$ cat src/rtl/fsm_pattern_tx.sv
// fsm_pattern_tx
//   Serial pattern transmitter for the 3-state (Start/Midway/Done) pattern
//   detector. Each frame is three bits: marker 1, mid bit, fire bit. A burst
//   request (frame count + fire mask) is taken over a valid/ready handshake.
//   The frames of a burst are serialized with GAP_CYCLES idle cycles between
//   them.
//
// Ports
//   i_clock         rising-edge clock
//   i_reset         synchronous, active-high reset
//   i_req_valid     burst request valid
//   o_req_ready     high while IDLE; transfer = valid & ready at a rising edge
//   i_req_len       frames in the burst (0 = empty burst, > NFR clamps to NFR)
//   i_fire_mask     fire bit per frame, bit 0 sent first
//   o_dout          serial pattern line (registered)
//   o_busy          high in any state except IDLE
//   o_frame_strobe  high during each fire-bit cycle
//   o_req_done      one-cycle pulse in the first IDLE cycle after a burst
//   o_frames_total  saturating count of completed frames
module fsm_pattern_tx #(
    parameter int   NFR        = 4,
    parameter int   GAP_CYCLES = 2,
    parameter logic MID_BIT    = 1'b0
) (
    input  logic           i_clock,
    input  logic           i_reset,
    input  logic           i_req_valid,
    output logic           o_req_ready,
    input  logic [2:0]     i_req_len,
    input  logic [NFR-1:0] i_fire_mask,
    output logic           o_dout,
    output logic           o_busy,
    output logic           o_frame_strobe,
    output logic           o_req_done,
    output logic [15:0]    o_frames_total
);

    localparam logic [2:0] NFR_L = 3'(NFR);
    localparam int         CW    = (GAP_CYCLES > 1) ? $clog2(GAP_CYCLES) : 1;
    // Counter preload: GAP is left when the counter reaches 0, so
    // GAP_CYCLES-1 gives exactly GAP_CYCLES cycles in GAP.
    localparam logic [CW-1:0] GAP_LAST = CW'((GAP_CYCLES > 0) ? GAP_CYCLES - 1 : 0);

    typedef enum logic [2:0] {
        S_IDLE,
        S_MARK,
        S_MID,
        S_FINAL,
        S_GAP
    } state_t;

    state_t          r_state;
    logic [2:0]      r_len;
    logic [2:0]      r_idx;
    logic [NFR-1:0]  r_mask;
    logic [CW-1:0]   r_gap_cnt;
    logic            r_dout;
    logic            r_strobe;
    logic            r_done;
    logic [15:0]     r_frames_total;

    logic [2:0]      w_len_clamp;

    assign w_len_clamp = (i_req_len > NFR_L) ? NFR_L : i_req_len;

    always_ff @(posedge i_clock) begin
        if (i_reset) begin
            r_state        <= S_IDLE;
            r_len          <= '0;
            r_idx          <= '0;
            r_mask         <= '0;
            r_gap_cnt      <= '0;
            r_dout         <= 1'b0;
            r_strobe       <= 1'b0;
            r_done         <= 1'b0;
            r_frames_total <= '0;
        end else begin
            r_strobe <= 1'b0;
            r_done   <= 1'b0;
            case (r_state)
                S_IDLE: begin
                    r_dout <= 1'b0;
                    if (i_req_valid) begin
                        r_len  <= w_len_clamp;
                        r_mask <= i_fire_mask;
                        r_idx  <= '0;
                        if (w_len_clamp != 3'd0) begin
                            r_state <= S_MARK;
                            r_dout  <= 1'b1;
                        end else begin
                            // Empty burst: completes without leaving IDLE.
                            r_done <= 1'b1;
                        end
                    end
                end
                S_MARK: begin
                    r_state <= S_MID;
                    r_dout  <= MID_BIT;
                end
                S_MID: begin
                    // Mask is consumed LSB-first; bit 0 is the current frame.
                    r_state  <= S_FINAL;
                    r_dout   <= r_mask[0];
                    r_strobe <= 1'b1;
                end
                S_FINAL: begin
                    if (r_frames_total != 16'hFFFF)
                        r_frames_total <= r_frames_total + 16'd1;
                    r_mask <= r_mask >> 1;
                    if (r_idx == r_len - 3'd1) begin
                        r_state <= S_IDLE;
                        r_dout  <= 1'b0;
                        r_done  <= 1'b1;
                    end else begin
                        r_idx <= r_idx + 3'd1;
                        if (GAP_CYCLES > 0) begin
                            r_state   <= S_GAP;
                            r_gap_cnt <= GAP_LAST;
                            r_dout    <= 1'b0;
                        end else begin
                            r_state <= S_MARK;
                            r_dout  <= 1'b1;
                        end
                    end
                end
                S_GAP: begin
                    if (r_gap_cnt == '0) begin
                        r_state <= S_MARK;
                        r_dout  <= 1'b1;
                    end else begin
                        r_gap_cnt <= r_gap_cnt - 1'b1;
                        r_dout    <= 1'b0;
                    end
                end
                default: begin
                    r_state <= S_IDLE;
                    r_dout  <= 1'b0;
                end
            endcase
        end
    end

    assign o_req_ready    = (r_state == S_IDLE);
    assign o_busy         = (r_state != S_IDLE);
    assign o_dout         = r_dout;
    assign o_frame_strobe = r_strobe;
    assign o_req_done     = r_done;
    assign o_frames_total = r_frames_total;

endmodule

$ cat config.mk
export PLATFORM = sky130hd
export DESIGN_NAME = fsm_pattern_tx
export DESIGN_NICKNAME = d
export VERILOG_FILES = /design/src/rtl/fsm_pattern_tx.sv
export SDC_FILE = /design/constraint.sdc
export NUM_CORES = 1
export LEC_CHECK = 0
export CAP_MARGIN = 20
export CORE_MARGIN = 2
export CORE_UTILIZATION = 37
export DETAILED_ROUTE_END_ITERATION = 10
export GPL_TIMING_DRIVEN = 0
export PLACE_DENSITY = 0.57
export REMOVE_ABC_BUFFERS = 1
export SKIP_CTS_REPAIR_TIMING = 1
export SYNTH_ARGS = -nofsm -noshare
export SYNTH_HDL_FRONTEND = slang
export SYNTH_SLANG_ARGS = --single-unit
$ cat constraint.sdc
create_clock -name i_clock -period 2.7 [get_ports i_clock]
set_clock_uncertainty 0.15 [all_clocks]
set_input_delay 0.54 -clock i_clock [delete_from_list [all_inputs] [get_ports i_clock]]
set_output_delay 0.54 -clock i_clock [all_outputs]
set_load 0.1 [all_outputs]
Yosys cells after proc, flatten, opt, wreduce, memory -nomap -nowiden

Index checks and enable logic that the tools add are counted.

Eq/ne operators: 10
Mux-type cells: 23
Order comparisons: 1
Reduce and logical (&&, ||, !) cells: 11
Add/subtract/negate cells: 4

Operator list:

| cell                                                 | count |
|---|---|
| 2-to-1 mux 3 bit                                     | 7 |
| adder 16 x 1 -> 16 bit, second input constant        | 1 |
| != test 16 bit, second input constant                | 1 |
| case mux 3 bit (5 select lines)                      | 1 |
| 2-to-1 mux 1 bit                                     | 9 |
| case mux 4 bit (2 select lines)                      | 1 |
| AND reduction 2 bit                                  | 4 |
| equality test 3 x 2 -> 1 bit, second input constant  | 2 |
| != test 2 bit, second input constant                 | 3 |
| case mux 3 bit (2 select lines)                      | 1 |
| AND reduction 3 bit                                  | 2 |
| nonzero test 3 bit                                   | 2 |
| 2-to-1 mux 4 bit                                     | 1 |
| case mux 1 bit (2 select lines)                      | 2 |
| nonzero test 2 bit                                   | 2 |
| adder 3 x 1 -> 3 bit, second input constant          | 1 |
| equality test 3 x 1 -> 1 bit, second input constant  | 1 |
| equality test 3 bit                                  | 1 |
| equality test 3 bit, second input constant           | 1 |
| greater-than comparator 3 bit, second input constant | 1 |
| logical NOT 3 bit                                    | 1 |
| case mux 1 bit (3 select lines)                      | 1 |
| subtractor 3 x 1 -> 3 bit, second input constant     | 1 |
| != test 2 x 1 -> 1 bit, second input constant        | 1 |
| subtractor 1 bit, second input constant              | 1 |

Input bits: 10
Register bits: 33
Output and inout bits: 21
Logic and storage cells: 58

Logic depth before layout (Yosys ltp)

Depth in word-level cells: 6
Mapped depth: 6
Mapped depth without buffers: 6

Worst setup path before layout

OpenSTA, ideal clock, no wires.

Path kind: register -> output
Start point: register r_state[2]
End point: output port o_busy
Cell stages (with the launch flop): 4
Path slack: -1.938 ns
Data required time: 2.010 ns
Buffers on the path: 1
Data arrival time: 3.948 ns
Path through: dfxtp_1 > clkbuf_1 > nor3_1 > inv_1

Word-level cells in the longest chain between the ends: 1

RTL lines:

| item                     | line | source |
|---|---|---|
| start: declaration       | 52   | `state_t r_state;` |
| start signal: assignment | 68   | `r_state <= S_IDLE;` |
| start signal: assignment | 88   | `r_state <= S_MARK;` |
| start signal: assignment | 97   | `r_state <= S_MID;` |
| nonzero test 3 bit       | 144  | `assign o_busy = (r_state != S_IDLE);` |
| end: declaration         | 32   | `output logic o_busy,` |

Every way passes these cells.

Worst setup path in the final report

Start point: register r_frames_total[9] (netlist: o_frames_total[9])
End point: output port o_frames_total[9]

RTL lines:

| item                     | line | source |
|---|---|---|
| start: declaration       | 60   | `logic [15:0] r_frames_total;` |
| start signal: assignment | 108  | `r_frames_total <= r_frames_total + 16'd1;` |
| end: declaration         | 35   | `output logic [15:0] o_frames_total` |

No word-level cell between the ends.

==> flow_metrics.py <==
metrics = {
    "outcome": {
        "run_status": "finished, final reports clean",
    },
    "layout": {
        "layout_commonest_cell": "dfxtp_1",
        "antennaDiodeCount": 0,
        "layout.cells.most_common_list": "33 x dfxtp_1, 27 x clkdlybuf4s50_1, 24 x a21oi_1",
        "fin_nets": 234,
        "fillCellCount": 427,
        "post_route_cells_drive_above_1_share_pct": 7.240,
        "area.growth.synth_to_final_pct": 25.74,
        "final_design_area_no_fill_um2": 2078,
    },
    "power_and_ir_drop": {
        "seqPwrFrac_pct": 48.1,
        "power.net_switching_uw": 317.8,
        "cellPowerDensity_nw_per_um2": 525.9,
        "power.static_leakage_nw": 0.7067,
        "power.share.switching_pct": 29.07,
        "p_clk_share_pct": 33.2,
        "cellInternalPower_uw": 775.2,
        "power.ir.vdd_worst_uv": 245.7,
        "comb_power_share_pct": 18.8,
    },
    "placement": {
        "place.detailed.hpwl_mm": 2.695,
        "io_buffer_count": 30,
        "place_ws_ps": 55.45,
        "gp_routability_congestion": 0.7418,
        "placed_cell_area_um2": 1979,
    },
    "drt": {
        "dr.pass1.iters": 5,
        "antenna_violating_nets_left": 0,
        "met3_wirelength_um": 157,
        "wl_met1_mm": 1.518,
        "routed_wire_length_per_instance_um": 13.11,
        "post-route-drc-count": 0,
        "drt_iter0_markers": 75,
        "via_per_inst": 5.678,
        "vias": 1550,
        "route.met2.wl_mm": 1.882,
        "highest-signal-layer": "met4",
        "wl_mm": 3.578,
    },
    "sta": {
        "minimum_period_implied_by_the_final_worst_setup_slack_ps": 2592,
        "final_max_slew_viol_count": 0,
        "worst_slew_margin_rel_pct": 34.93,
        "tightestPinTransition_ps": 973.0,
        "final.period_utilization_pct": 95.99,
        "final_hold_viol_count": 0,
        "fin_ws_ps": 108.3,
        "finalSetupViolations": 0,
        "fmax_mhz": 385.9,
        "unrepaired_setup_endpoints_after_global_routing": "no",
    },
    "synthesis": {
        "synth_edf_count": 0,
        "ys_dominant_reg_cell": "dfxtp_1",
        "ys_seq_elements": 33,
        "yosys.area.top_type_share_pct": 39.97,
        "synth.yosys.warnings": 0,
        "synth_area_um2": 1653,
        "syn_inst": 194,
        "synth_area_per_cell_um2": 8.520,
        "netlist-cell-type-count": 45,
        "synthDominantAreaCellType": "dfxtp_1",
        "synth_top_cells_by_area": "dfxtp_1 40%, a21oi_1 7.3%, nand2_1 4.1%, o31ai_1 3.6%, or4_1 3.2%",
        "yosysSeqAreaShare_pct": 39.97,
        "synthArstFlopShare_pct": 0,
    },
    "setup_path": {
        "worst_ep_required_time_ps": 2010,
        "endpoint_arrival_time_on_the_critical_path_ps": 1900,
        "path_max_fanout": 9,
        "path_cells": "clkdlybuf4s50_1",
        "timing.critical_path.max_delay_family": "buffers and inverters",
        "crit_path_top_delay_cell": "clkdlybuf4s50_1",
        "crit_buf_inv": 1,
        "cp-end-kind": "output pin",
        "timing.setup.critical_path_class": "reg2out",
        "crit_path_max_incr_delay_ps": 1180,
        "timing.critical_path.from_type": "register",
    },
    "die": {
        "std_cell_rows": 24,
        "starting_density_pct": 38.22,
        "design.portCount": 31,
        "dieHeight_um": 70.84,
        "die_width_um": 70.84,
        "design.core.area_um2": 4324,
        "die-area_um2": 5018,
    },
    "global_routing": {
        "grt_remaining_overflow": 0,
        "grt.total_usage_pct": 15.24,
        "grt_start_max_net_pins": 25,
        "grt_pass1_vias": 1483,
        "grt_pass1_wl_mm": 6.230,
        "grt_antenna_before_repair": 0,
    },
    "clock_network": {
        "insertion_delay_ps": 270,
        "cts.path.max_buffers": 2,
        "cts_tree": "done",
        "cts.root.buffer_cell": "clkbuf_8",
        "clk_transition_reported_paths_ps": 60,
        "cts-htree-levels": 2,
        "numCtsBuffers": 5,
        "cts_num_sinks": 33,
    },
    "min_path": {
        "min_path_type": "reg2reg",
    },
    "run": {
        "drv.max_cap_violation_count": 0,
    },
}
## cell usage after synthesis (3+ instances only)
cell / count
a21oi_1: 24
a311oi_1: 3
clkbuf_1: 7
dfxtp_1: 33
ha_1: 3
inv_1: 5
nand2_1: 18
nand3_1: 7
nand3b_1: 3
nand4_1: 4
nor2_1: 11
nor3_1: 7
nor4_1: 4
o21ai_0: 7
o31ai_1: 8
or3_1: 5
or4_1: 7
xnor2_1: 3
## layout make-up
class / count / area [µm²] / share of cell area, %
Multi-Input combinational cell: 143 / 903.4 / 43.47
Tap cell: 52 / 65.06 / 3.131
Sequential cell: 33 / 660.6 / 31.79
Clock buffer: 7 / 86.33 / 4.154
Inverter: 6 / 22.52 / 1.084
Timing Repair Buffer: 32 / 340.3 / 16.38
## sequential cells by signal, summed over array words and instances, names as in the netlist
name / flops
r_idx: 3
o_frame_strobe: 1
r_len: 3
r_state: 3
o_frames_total: 16
o_dout: 1
o_req_done: 1
r_mask: 4
r_gap_cnt: 1
## layer usage
| layer | track usage (%) | vias up |
|---|---|---|
| li1 | - | 785 |
| met1 | 16.45 | 736 |
| met2 | 28.35 | 27 |
| met3 | 4.701 | 2 |
| met4 | 4.612 | 0 |
| met5 | 0 | - |
## final timing paths
check                    start                  to  slack [ps]  cells past startpoint
min                   r_len[1]            r_len[1]         310                      2
min reg2reg           r_len[1]            r_len[1]         310                      2
max          o_frames_total[9]   o_frames_total[9]         110                      1
max reg2reg         r_state[1]  o_frames_total[15]         250                      4
## cell families after synthesis
| family | share of synthesized area (%) |
|---|---|
| AOI/OAI and AO/OA | 18.85 |
| muxes | 1.287 |
| and+or+nand+nor | 29.22 |
| xor gates and xnor gates | 3.028 |
| buffers and inverters | 5.375 |
| DFF | 39.97 |
| adders and majority gates | 2.271 |
## power by group through the flow
stage	Sequential [mW]	Combinational (mW)	Clock, mW
2_1_floorplan	0.563	0.115	0
3_3_place_gp	0.536	0.198	0
3_5_place_dp	0.536	0.206	0
4_1_cts	0.525	0.206	0.384
5_1_grt	0.529	0.220	0.408
6_report	0.525	0.205	0.363
## per-stage QoR
stage | util, % | TNS (ps) | total power, mW | instances | hold slack (ps)
after floorplan | - | -7646 | 0.6776 | 182 | 275.8
after global placement | 45.14 | 0 | 0.7335 | 264 | 299.0
after detailed placement | 45.78 | 0 | 0.7421 | 265 | 302.5
after CTS | 47.77 | -433.3 | 1.116 | 272 | 311.8
after global routing | 48.06 | 0 | 1.157 | 273 | 353.1
final | 48.06 | 0 | 1.093 | 273 | 311.8
(Power assumes the default switching activity.)
